[src/rtl/cache_controller_if.sv]
// rtl/cache_controller_if.sv - CPU request/response and RAM bus bundle for cache_controller
interface cache_controller_if #(
    parameter int WIDTH  = 32,
    parameter int ADDR_W = 4
);
    logic              cpu_req;
    logic              cpu_we;
    logic [ADDR_W-1:0] cpu_addr;
    logic [WIDTH-1:0]  cpu_wdata;
    logic              cpu_ready;
    logic [WIDTH-1:0]  cpu_rdata;
    logic              cpu_rvalid;
    logic              cpu_wdone;
    logic              cpu_hit;
    logic              flush;
    logic [ADDR_W-1:0] mem_addr;
    logic [WIDTH-1:0]  mem_wdata;
    logic              mem_we;
    logic              mem_re;
    logic [WIDTH-1:0]  mem_rdata;
    logic              mem_rvalid;

    // master: requester plus RAM side; slave: the cache controller
    modport master (
        output cpu_req, cpu_we, cpu_addr, cpu_wdata, flush, mem_rdata, mem_rvalid,
        input  cpu_ready, cpu_rdata, cpu_rvalid, cpu_wdone, cpu_hit,
               mem_addr, mem_wdata, mem_we, mem_re
    );
    modport slave (
        input  cpu_req, cpu_we, cpu_addr, cpu_wdata, flush, mem_rdata, mem_rvalid,
        output cpu_ready, cpu_rdata, cpu_rvalid, cpu_wdone, cpu_hit,
               mem_addr, mem_wdata, mem_we, mem_re
    );
endinterface

[src/rtl/cache_controller.sv]
// rtl/cache_controller.sv - direct-mapped write-through no-write-allocate cache controller
module cache_controller #(
    parameter int WIDTH   = 32,
    parameter int ADDR_W  = 4,
    parameter int INDEX_W = 2
) (
    input  logic              clk,
    input  logic              reset,
    cache_controller_if.slave bus,
    output logic [15:0]       hit_cnt,
    output logic [15:0]       miss_cnt
);
    localparam int TAG_W = ADDR_W - INDEX_W;
    localparam int LINES = 1 << INDEX_W;

    typedef enum logic [1:0] {IDLE, LOOKUP, FILL, WRITE} state_t;

    state_t                         state_q, state_d;
    logic                           req_we_q, req_we_d;
    logic [ADDR_W-1:0]              req_addr_q, req_addr_d;
    logic [WIDTH-1:0]               req_wdata_q, req_wdata_d;
    logic                           hit_q, hit_d;
    logic [LINES-1:0]               valid_q, valid_d;
    logic [LINES-1:0][TAG_W-1:0]    tag_q, tag_d;
    logic [LINES-1:0][WIDTH-1:0]    data_q, data_d;
    logic [WIDTH-1:0]               cpu_rdata_q, cpu_rdata_d;
    logic                           cpu_rvalid_q, cpu_rvalid_d;
    logic                           cpu_wdone_q, cpu_wdone_d;
    logic                           cpu_hit_q, cpu_hit_d;
    logic [ADDR_W-1:0]              mem_addr_q, mem_addr_d;
    logic [WIDTH-1:0]               mem_wdata_q, mem_wdata_d;
    logic                           mem_we_q, mem_we_d;
    logic                           mem_re_q, mem_re_d;
    logic [15:0]                    hit_cnt_q, hit_cnt_d;
    logic [15:0]                    miss_cnt_q, miss_cnt_d;

    logic [INDEX_W-1:0] req_index;
    logic [TAG_W-1:0]   req_tag;
    logic               lookup_hit;

    assign req_index  = req_addr_q[INDEX_W-1:0];
    assign req_tag    = req_addr_q[ADDR_W-1:INDEX_W];
    assign lookup_hit = valid_q[req_index] && (tag_q[req_index] == req_tag);

    always_comb begin
        state_d      = state_q;
        req_we_d     = req_we_q;
        req_addr_d   = req_addr_q;
        req_wdata_d  = req_wdata_q;
        hit_d        = hit_q;
        valid_d      = valid_q;
        tag_d        = tag_q;
        data_d       = data_q;
        cpu_rdata_d  = cpu_rdata_q;
        cpu_rvalid_d = 1'b0;
        cpu_wdone_d  = 1'b0;
        cpu_hit_d    = cpu_hit_q;
        mem_addr_d   = mem_addr_q;
        mem_wdata_d  = mem_wdata_q;
        mem_we_d     = 1'b0;
        mem_re_d     = 1'b0;
        hit_cnt_d    = hit_cnt_q;
        miss_cnt_d   = miss_cnt_q;

        case (state_q)
            IDLE: begin
                if (bus.flush) begin
                    valid_d = '0;
                end else if (bus.cpu_req) begin
                    req_we_d    = bus.cpu_we;
                    req_addr_d  = bus.cpu_addr;
                    req_wdata_d = bus.cpu_wdata;
                    state_d     = LOOKUP;
                end
            end
            LOOKUP: begin
                hit_d = lookup_hit;
                if (lookup_hit) begin
                    hit_cnt_d = (hit_cnt_q == 16'hFFFF) ? hit_cnt_q : hit_cnt_q + 16'd1;
                end else begin
                    miss_cnt_d = (miss_cnt_q == 16'hFFFF) ? miss_cnt_q : miss_cnt_q + 16'd1;
                end
                mem_addr_d = req_addr_q;
                if (req_we_q) begin
                    // write-through always; a miss leaves the line untouched
                    mem_wdata_d = req_wdata_q;
                    mem_we_d    = 1'b1;
                    if (lookup_hit) begin
                        data_d[req_index] = req_wdata_q;
                    end
                    state_d = WRITE;
                end else if (lookup_hit) begin
                    cpu_rdata_d  = data_q[req_index];
                    cpu_rvalid_d = 1'b1;
                    cpu_hit_d    = 1'b1;
                    state_d      = IDLE;
                end else begin
                    mem_re_d = 1'b1;
                    state_d  = FILL;
                end
            end
            FILL: begin
                if (bus.mem_rvalid) begin
                    data_d[req_index]  = bus.mem_rdata;
                    tag_d[req_index]   = req_tag;
                    valid_d[req_index] = 1'b1;
                    cpu_rdata_d        = bus.mem_rdata;
                    cpu_rvalid_d       = 1'b1;
                    cpu_hit_d          = 1'b0;
                    state_d            = IDLE;
                end
            end
            WRITE: begin
                cpu_wdone_d = 1'b1;
                cpu_hit_d   = hit_q;
                state_d     = IDLE;
            end
            default: state_d = IDLE;
        endcase
    end

    always_ff @(posedge clk) begin
        if (reset) begin
            state_q      <= IDLE;
            req_we_q     <= 1'b0;
            req_addr_q   <= '0;
            req_wdata_q  <= '0;
            hit_q        <= 1'b0;
            valid_q      <= '0;
            tag_q        <= '0;
            data_q       <= '0;
            cpu_rdata_q  <= '0;
            cpu_rvalid_q <= 1'b0;
            cpu_wdone_q  <= 1'b0;
            cpu_hit_q    <= 1'b0;
            mem_addr_q   <= '0;
            mem_wdata_q  <= '0;
            mem_we_q     <= 1'b0;
            mem_re_q     <= 1'b0;
            hit_cnt_q    <= '0;
            miss_cnt_q   <= '0;
        end else begin
            state_q      <= state_d;
            req_we_q     <= req_we_d;
            req_addr_q   <= req_addr_d;
            req_wdata_q  <= req_wdata_d;
            hit_q        <= hit_d;
            valid_q      <= valid_d;
            tag_q        <= tag_d;
            data_q       <= data_d;
            cpu_rdata_q  <= cpu_rdata_d;
            cpu_rvalid_q <= cpu_rvalid_d;
            cpu_wdone_q  <= cpu_wdone_d;
            cpu_hit_q    <= cpu_hit_d;
            mem_addr_q   <= mem_addr_d;
            mem_wdata_q  <= mem_wdata_d;
            mem_we_q     <= mem_we_d;
            mem_re_q     <= mem_re_d;
            hit_cnt_q    <= hit_cnt_d;
            miss_cnt_q   <= miss_cnt_d;
        end
    end

    assign bus.cpu_ready  = (state_q == IDLE) && !bus.flush;
    assign bus.cpu_rdata  = cpu_rdata_q;
    assign bus.cpu_rvalid = cpu_rvalid_q;
    assign bus.cpu_wdone  = cpu_wdone_q;
    assign bus.cpu_hit    = cpu_hit_q;
    assign bus.mem_addr   = mem_addr_q;
    assign bus.mem_wdata  = mem_wdata_q;
    assign bus.mem_we     = mem_we_q;
    assign bus.mem_re     = mem_re_q;
    assign hit_cnt        = hit_cnt_q;
    assign miss_cnt       = miss_cnt_q;
endmodule

[src/flat_wrapper.sv]
// flat-port wrapper written by rule: the top's interface ports become plain ports
module cache_controller_flat 
#(
    parameter int WIDTH   = 32,
    parameter int ADDR_W  = 4,
    parameter int INDEX_W = 2
)
  (clk, reset, hit_cnt, miss_cnt, bus_cpu_req, bus_cpu_we, bus_cpu_addr, bus_cpu_wdata, bus_flush, bus_mem_rdata, bus_mem_rvalid, bus_cpu_ready, bus_cpu_rdata, bus_cpu_rvalid, bus_cpu_wdone, bus_cpu_hit, bus_mem_addr, bus_mem_wdata, bus_mem_we, bus_mem_re);
  cache_controller_if #(.WIDTH(WIDTH), .ADDR_W(ADDR_W)) bus_i ();
  input  logic clk;
  input  logic reset;
  output logic [15:0] hit_cnt;
  output logic [15:0] miss_cnt;
  input wire logic [$bits(bus_i.cpu_req)-1:0] bus_cpu_req;
  input wire logic [$bits(bus_i.cpu_we)-1:0] bus_cpu_we;
  input wire logic [$bits(bus_i.cpu_addr)-1:0] bus_cpu_addr;
  input wire logic [$bits(bus_i.cpu_wdata)-1:0] bus_cpu_wdata;
  input wire logic [$bits(bus_i.flush)-1:0] bus_flush;
  input wire logic [$bits(bus_i.mem_rdata)-1:0] bus_mem_rdata;
  input wire logic [$bits(bus_i.mem_rvalid)-1:0] bus_mem_rvalid;
  output wire logic [$bits(bus_i.cpu_ready)-1:0] bus_cpu_ready;
  output wire logic [$bits(bus_i.cpu_rdata)-1:0] bus_cpu_rdata;
  output wire logic [$bits(bus_i.cpu_rvalid)-1:0] bus_cpu_rvalid;
  output wire logic [$bits(bus_i.cpu_wdone)-1:0] bus_cpu_wdone;
  output wire logic [$bits(bus_i.cpu_hit)-1:0] bus_cpu_hit;
  output wire logic [$bits(bus_i.mem_addr)-1:0] bus_mem_addr;
  output wire logic [$bits(bus_i.mem_wdata)-1:0] bus_mem_wdata;
  output wire logic [$bits(bus_i.mem_we)-1:0] bus_mem_we;
  output wire logic [$bits(bus_i.mem_re)-1:0] bus_mem_re;
  assign bus_i.cpu_req = bus_cpu_req;
  assign bus_i.cpu_we = bus_cpu_we;
  assign bus_i.cpu_addr = bus_cpu_addr;
  assign bus_i.cpu_wdata = bus_cpu_wdata;
  assign bus_i.flush = bus_flush;
  assign bus_i.mem_rdata = bus_mem_rdata;
  assign bus_i.mem_rvalid = bus_mem_rvalid;
  assign bus_cpu_ready = bus_i.cpu_ready;
  assign bus_cpu_rdata = bus_i.cpu_rdata;
  assign bus_cpu_rvalid = bus_i.cpu_rvalid;
  assign bus_cpu_wdone = bus_i.cpu_wdone;
  assign bus_cpu_hit = bus_i.cpu_hit;
  assign bus_mem_addr = bus_i.mem_addr;
  assign bus_mem_wdata = bus_i.mem_wdata;
  assign bus_mem_we = bus_i.mem_we;
  assign bus_mem_re = bus_i.mem_re;
  cache_controller #(.WIDTH(WIDTH), .ADDR_W(ADDR_W), .INDEX_W(INDEX_W)) u_core (.clk(clk), .reset(reset), .bus(bus_i), .hit_cnt(hit_cnt), .miss_cnt(miss_cnt));
endmodule
[config.mk]
export PLATFORM = sky130hd
export DESIGN_NAME = cache_controller_flat
export DESIGN_NICKNAME = d
export VERILOG_FILES = /design/src/rtl/cache_controller_if.sv /design/src/rtl/cache_controller.sv /design/src/flat_wrapper.sv
export SDC_FILE = /design/constraint.sdc
export NUM_CORES = 1
export LEC_CHECK = 0
export ABC_CLOCK_PERIOD_IN_PS = 3200
export CORE_MARGIN = 5
export CORE_UTILIZATION = 50
export DETAILED_ROUTE_END_ITERATION = 16
export DONT_BUFFER_PORTS = 1
export GPL_ROUTABILITY_DRIVEN = 0
export GPL_TIMING_DRIVEN = 0
export PLACE_DENSITY_LB_ADDON = 0.25
export SLEW_MARGIN = 20
export SYNTH_ARGS = -nofsm -noshare
export SYNTH_HDL_FRONTEND = slang
export SYNTH_SLANG_ARGS = --single-unit
[constraint.sdc]
create_clock -name clk -period 3.2 [get_ports clk]
set_input_delay 0.48 -clock clk [delete_from_list [all_inputs] [get_ports clk]]
set_output_delay 0.48 -clock clk [all_outputs]
set_load 0.03 [all_outputs]
==> results.py, run 1 <==
metrics = {
    "critical_path": {
        "path_class": "reg2reg",
        "endpoint_kind": "flop",
        "critPathLaunchType": "flop",
        "crit_arrival_ns": 3.41,
        "critPathRequiredTime_ns": 3.63,
        "path_max_fanout": 10,
    },
    "grt": {
        "grt_pass1_vias": 10320,
        "busiest_layer": "met2",
        "grt_util_all_layers_pct": 28.27,
        "antenna_found_initial": 0,
        "grt_overflow": 0,
        "grt_pass1_wl_um": 60240,
        "met3_usage_pct": 8.315,
        "grt_util_met2_pct": 44.93,
        "grt_use_met1_pct": 36.10,
        "grt_max_degree": 15,
    },
    "sta": {
        "finalHoldViolCount": 0,
        "fmax_ghz": 0.3365,
        "setup_ws_ns": 0.2281,
        "fin_skew_ns": 0.01417,
        "final.period_utilization_pct": 92.87,
        "tns_ns": 0,
        "slew_violations": 0,
        "fin_crit_ns": 2.972,
        "hold_ws_ns": 0.05736,
        "finalSetupViolations": 0,
        "grt_setup_unrepaired": "false",
        "maxSlewHeadroom_pct": 37.32,
        "max_slew.worst_pin.slew_ns": 0.9401,
    },
    "routing": {
        "vias": 10810,
        "drt_iter0_drc": 1160,
        "wl_per_cell_um": 23.71,
        "via_per_inst": 6.387,
        "drtPass1Iterations": 6,
        "wl_um": 40140,
        "postRouteAntennaNets": 0,
        "drc_errors": 0,
    },
    "die": {
        "dieHeight_um": 165.5,
        "coreArea_um2": 24030,
        "io_pins": 180,
        "start_util_pct": 50.31,
        "row_count": 57,
        "dieWidth_um": 165.5,
        "die_area_um2": 27400,
    },
    "power": {
        "powerDensity_nw_per_um2": 712.7,
        "ir_drop_uv": 357.5,
        "power.total_mw": 9.623,
        "p_leak_nw": 4.185,
    },
    "synthesis": {
        "synth_cell_types": 52,
        "ys.flop_type": "dfxtp_1",
        "ys_ff_latch": 285,
        "netlist_instances": 1317,
        "yosysTopAreaCell": "dfxtp_1",
        "syn_avg_cell_area_um2": 9.182,
        "synthArstFlopShare_pct": 0,
        "syn_nets": 1397,
        "netlist_area_um2": 12090,
        "yosys.area.top_type_share_pct": 47.18,
        "synth-edff-count": 0,
        "ys_seq_area_share_pct": 47.18,
        "synth_area_leaders": "dfxtp_1 (47%), a21oi_1 (10%), a211oi_1 (10%)",
        "yosys_warnings": 0,
    },
    "cts": {
        "cts_hold_buffers": 0,
        "cts_buffer_depth": 3,
        "clock-sinks": 285,
        "numCtsBuffers": 29,
        "clk_pin_slew_ns": 0.06,
        "clock_latency_ns": 0.56,
        "htreeDepth": 1,
        "cts_tree": "built",
        "clock-root-buffer": "clkbuf_16",
    },
    "layout": {
        "area_delta_synth_final_pct": 11.65,
        "fin_cells": 1693,
        "final_cell_area_um2": 13500,
        "final_util_pct": 56.18,
        "num-nets-final": 1428,
        "drive_gt1_share_pct": 9.868,
    },
    "flow_run": {
        "maxCapViolCount": 0,
    },
    "place": {
        "dp_hpwl_um": 28080,
        "dp_slack_ns": -0.3013,
        "dp.cells": 1641,
        "io_buffers": 0,
        "placed_area_um2": 12500,
    },
    "run_status": {
        "status": "complete, no violations",
    },
    "min_path": {
        "hold_class": "in2reg",
    },
}
## worst max-delay path, cell delays in order, from the launching register on
cell	delay (ns)
dfxtp_1	0.62
ha_1	0.26
nand3_1	0.12
or2_2	0.32
clkbuf_1	0.17
nor3_1	0.27
clkbuf_1	0.37
clkbuf_1	0.43
nor4_1	0.11
o21a_1	0.20
## synth_stat cells, types with 2 or more instances
library cell and instances:
nor3_1 10, nand3b_1 2, mux2i_1 45, nor2b_1 13
o41ai_1 3, or3_1 7, buf_1 8, or2_2 4
inv_1 8, nand3_1 18, and2_1 3, o22ai_1 32
and3_1 4, nand2_1 163, a31o_2 3, nor3b_1 3
and2_0 4, a211oi_1 161, o311ai_0 2, and4_1 2
or4_1 10, nand4_1 10, nor2_1 44, buf_2 26
nor4_1 8, o21a_1 3, nand2b_1 2, mux2_2 9
buf_6 2, ha_1 6, a21oi_1 252, mux4_2 33
clkbuf_1 96, o31ai_1 11, o21ai_0 9, dfxtp_1 285
## path summary, 6_finish.rpt
path	depth (start not counted)	slack, ns	endpoint	from
min reg2reg	2	0.48	u_core.req_wdata_q[15]	u_core.req_wdata_q[15]
min	2	0.06	u_core.req_wdata_q[18]	bus_cpu_wdata[18]
max reg2reg	9	0.23	u_core.miss_cnt[9]	u_core.miss_cnt[0]
max	9	0.23	u_core.miss_cnt[9]	u_core.miss_cnt[0]
## logic make-up after synthesis
| family | Yosys count | share of synthesized area (%) |
|---|---|---|
| flip-flops | 285 | 47.18 |
| AO/OA/AOI/OAI | 485 | 24.72 |
| XOR/XNOR | 1 | 0.1345 |
| multiplexers | 87 | 10.71 |
| adder cells (fa/ha/maj) | 6 | 0.6208 |
| buffers and inverters | 141 | 4.770 |
| AND/OR/NAND/NOR | 312 | 11.87 |
## where the power goes
| part | internal, mW | switching, mW | leakage (nW) |
|---|---|---|---|
| combinational | 0.613 | 1.19 | 1.39 |
| clock | 2.10 | 1.44 | 0.488 |
| sequential | 3.84 | 0.443 | 2.31 |
| total | 6.54 | 3.08 | 4.19 |
## sequential cells by signal (all words and copies together), names as in the netlist
signal	count
u_core.bus.cpu_rdata	32
u_core.valid_q	4
u_core.bus.cpu_wdone	1
u_core.bus.cpu_hit	1
u_core.hit_cnt	16
u_core.bus.mem_re	1
u_core.data_q	128
u_core.tag_q	8
u_core.bus.cpu_rvalid	1
u_core.req_wdata_q	32
u_core.req_we_q	1
u_core.hit_q	1
u_core.miss_cnt	16
u_core.bus.mem_we	1
u_core.state_q	2
u_core.bus.mem_wdata	32
u_core.req_addr_q	4
u_core.bus.mem_addr	4
## layer usage
metal	wire length (um)	share of wire [%]	vias to the layer above
met5	0	0	-
met4	1670	4.2	0
met3	4504	11	109
met2	18380	46	544
met1	15580	39	5211
li1	-	-	4949
## layout by cell type (no fill, tap or decap), types with 12 or more instances in the layout
cell type  count
a21oi_1      252
buf_2         26
dfxtp_1      285
nand3_1       18
nor2b_1       12
clkbuf_16     29
nand2_1      163
mux4_2        33
o22ai_1       32
a211oi_1     161
clkbuf_1      98
nor2_1        44
mux2i_1       45
## layout make-up
| class | instances | area (um2) |
|---|---|---|
| inverters | 9 | 33.78 |
| plain buffers | 132 | 545.5 |
| fillers | 2220 | 10530 |
| flip-flops and latches | 285 | 5705 |
| clock buffers | 38 | 809.5 |
| diodes | 1 | 2.502 |
| well taps | 324 | 405.4 |
| multi-input cells | 891 | 5826 |
| clock inverters | 13 | 173.9 |
## what timing repair did
action                                  CTS  global route
cloned                                    0             0
resized for setup                         1             6
endpoints found under the setup margin   33            72
setup buffers                             0             0
Note: power is estimated with default switching activity, not from simulation.
==> inputs of run 2 (changes only) <==
CTS_BUF_LIST = sky130_fd_sc_hd__clkbuf_2 sky130_fd_sc_hd__clkbuf_4 sky130_fd_sc_hd__clkbuf_8   (was default)
==> run 2 against run 1 <==
Net effect:
- core utilization decreased by 0.099 points
- combinational power about the same
- clock-buffer cell count grew 35
- clock skew rose by 0.0063 ns
- non-clock buffer count did not move
- register-to-register slack gained 0.02 ns
- critical path type unchanged
- critical endpoint is now u_core.data_q[3]
- largest cell class unchanged
==> results.py, run 2 (synthesis gave the netlist of run 1 again) <==
metrics = {
    "sta": {
        "maxSlewHeadroom_pct": 39.93,
        "max_slew.worst_pin.slew_ns": 0.9010,
        "tns_ns": 0,
        "slew_violations": 0,
        "grt_setup_unrepaired": "false",
        "hold_ws_ns": 0.05162,
        "finalHoldViolCount": 0,
        "finalSetupViolations": 0,
        "final.period_utilization_pct": 92.39,
        "fmax_ghz": 0.3383,
        "fin_skew_ns": 0.02046,
        "fin_crit_ns": 2.956,
        "setup_ws_ns": 0.2436,
    },
    "critical_path": {
        "critPathRequiredTime_ns": 3.61,
        "path_max_fanout": 10,
        "crit_arrival_ns": 3.37,
        "reg2reg_slack_ns": 0.24,
        "path_class": "reg2reg",
        "endpoint_kind": "flop",
        "critPathLaunchType": "flop",
    },
    "cts": {
        "cts_tree": "built",
        "htreeDepth": 2,
        "post-cts-setup-buffer-count": 0,
        "numCtsBuffers": 45,
        "clk_pin_slew_ns": 0.06,
        "clock-sinks": 285,
        "cts_buffer_depth": 3,
        "cts_hold_buffers": 0,
        "clock-root-buffer": "clkbuf_8",
        "clock_latency_ns": 0.56,
    },
    "layout": {
        "fillerInstances": 2220,
        "area_delta_synth_final_pct": 11.45,
        "final_cell_area_um2": 13480,
        "final_common_cell": "dfxtp_1",
        "drive_gt1_share_pct": 12.03,
        "num-nets-final": 1444,
        "regMostFlops": "u_core.data_q",
        "largest_reg_flops": 128,
        "mostFrequentLayoutCells": "dfxtp_1 (285), a21oi_1 (252), nand2_1 (163), a211oi_1 (161), clkbuf_1 (94)",
        "diodes": 0,
    },
    "routing": {
        "drc_errors": 0,
        "postRouteAntennaNets": 0,
        "wl_um": 40100,
        "via_per_inst": 6.281,
        "drtPass1Iterations": 6,
        "drt_iter0_drc": 1104,
        "wl_per_cell_um": 23.30,
        "vias": 10810,
    },
    "die": {
        "start_util_pct": 50.31,
        "dieHeight_um": 165.5,
        "dieWidth_um": 165.5,
        "io_pins": 180,
        "coreArea_um2": 24030,
        "row_count": 57,
        "die_area_um2": 27400,
    },
    "place": {
        "placed_area_um2": 12500,
        "io_buffers": 0,
        "dp_hpwl_um": 28080,
        "dp_slack_ns": -0.3013,
    },
    "power": {
        "powerDensity_nw_per_um2": 696.3,
        "ir_drop_uv": 332.3,
        "power.total_mw": 9.385,
        "p_leak_nw": 4.216,
    },
    "run_status": {
        "status": "complete, no violations",
    },
    "grt": {
        "grt_pass1_vias": 10400,
        "grt_pass1_wl_um": 60190,
        "antenna_found_initial": 0,
        "grt_max_degree": 12,
        "grt_overflow": 0,
        "grt_util_all_layers_pct": 28.38,
    },
    "flow_run": {
        "maxCapViolCount": 0,
    },
    "min_path": {
        "hold_class": "in2reg",
    },
}
run 2: final timing paths:
kind                           from                     end  cells past startpoint
max reg2reg    u_core.req_addr_q[0]        u_core.data_q[3]                      9
min reg2reg  u_core.req_wdata_q[13]  u_core.req_wdata_q[13]                      2
min                bus_cpu_wdata[4]   u_core.req_wdata_q[4]                      2
max            u_core.req_addr_q[0]        u_core.data_q[3]                      9
run 2: cell type report:
class / instances / area, um2 / area share [%]
Buffer: 132 / 545.5 / 4.048
Clock buffer: 73 / 898.4 / 6.665
Clock inverter: 7 / 63.81 / 0.4735
Inverter: 9 / 33.78 / 0.2507
Multi-Input combinational cell: 891 / 5826 / 43.22
Sequential cell: 285 / 5705 / 42.33
Tap cell: 324 / 405.4 / 3.008
run 2: worst max-delay path: stages, from the launching register on:
cell	delay (ns)
dfxtp_1	0.32
buf_6	0.14
mux4_2	0.53
xnor2_2	0.16
inv_2	0.08
o31ai_4	0.43
and2_0	0.19
clkbuf_1	0.24
clkbuf_1	0.54
a211oi_1	0.18
run 2: layer usage:
metal  share of wire, %  vias to the layer above  track usage (%)
met4                4.7                        0            12.64
met3                 12                      116            10.05
met1                 38                     5161            35.12
li1                   -                     4979                -
met2                 45                      554            44.73
met5                  0                        -                0
run 2: where the power goes:
part,switching [mW],total [mW],internal (mW)
sequential,0.444,4.28,3.84
combinational,1.19,1.80,0.613
clock,1.45,3.31,1.86
total,3.08,9.38,6.31
run 2: what timing repair did:
item | in CTS | in global routing
setup endpoints to repair | 33 | 70
gates cloned | 0 | 0
hold endpoints to repair | 0 | 0
pin swaps | 0 | 0
resized for setup | 1 | 6
run 2: through the flow:
step                instances  util, %
floorplan                1317        -
global placement         1641    52.00
detailed placement       1641    52.00
CTS                      1721    56.04
global route             1721    56.08
finish                   1721    56.08
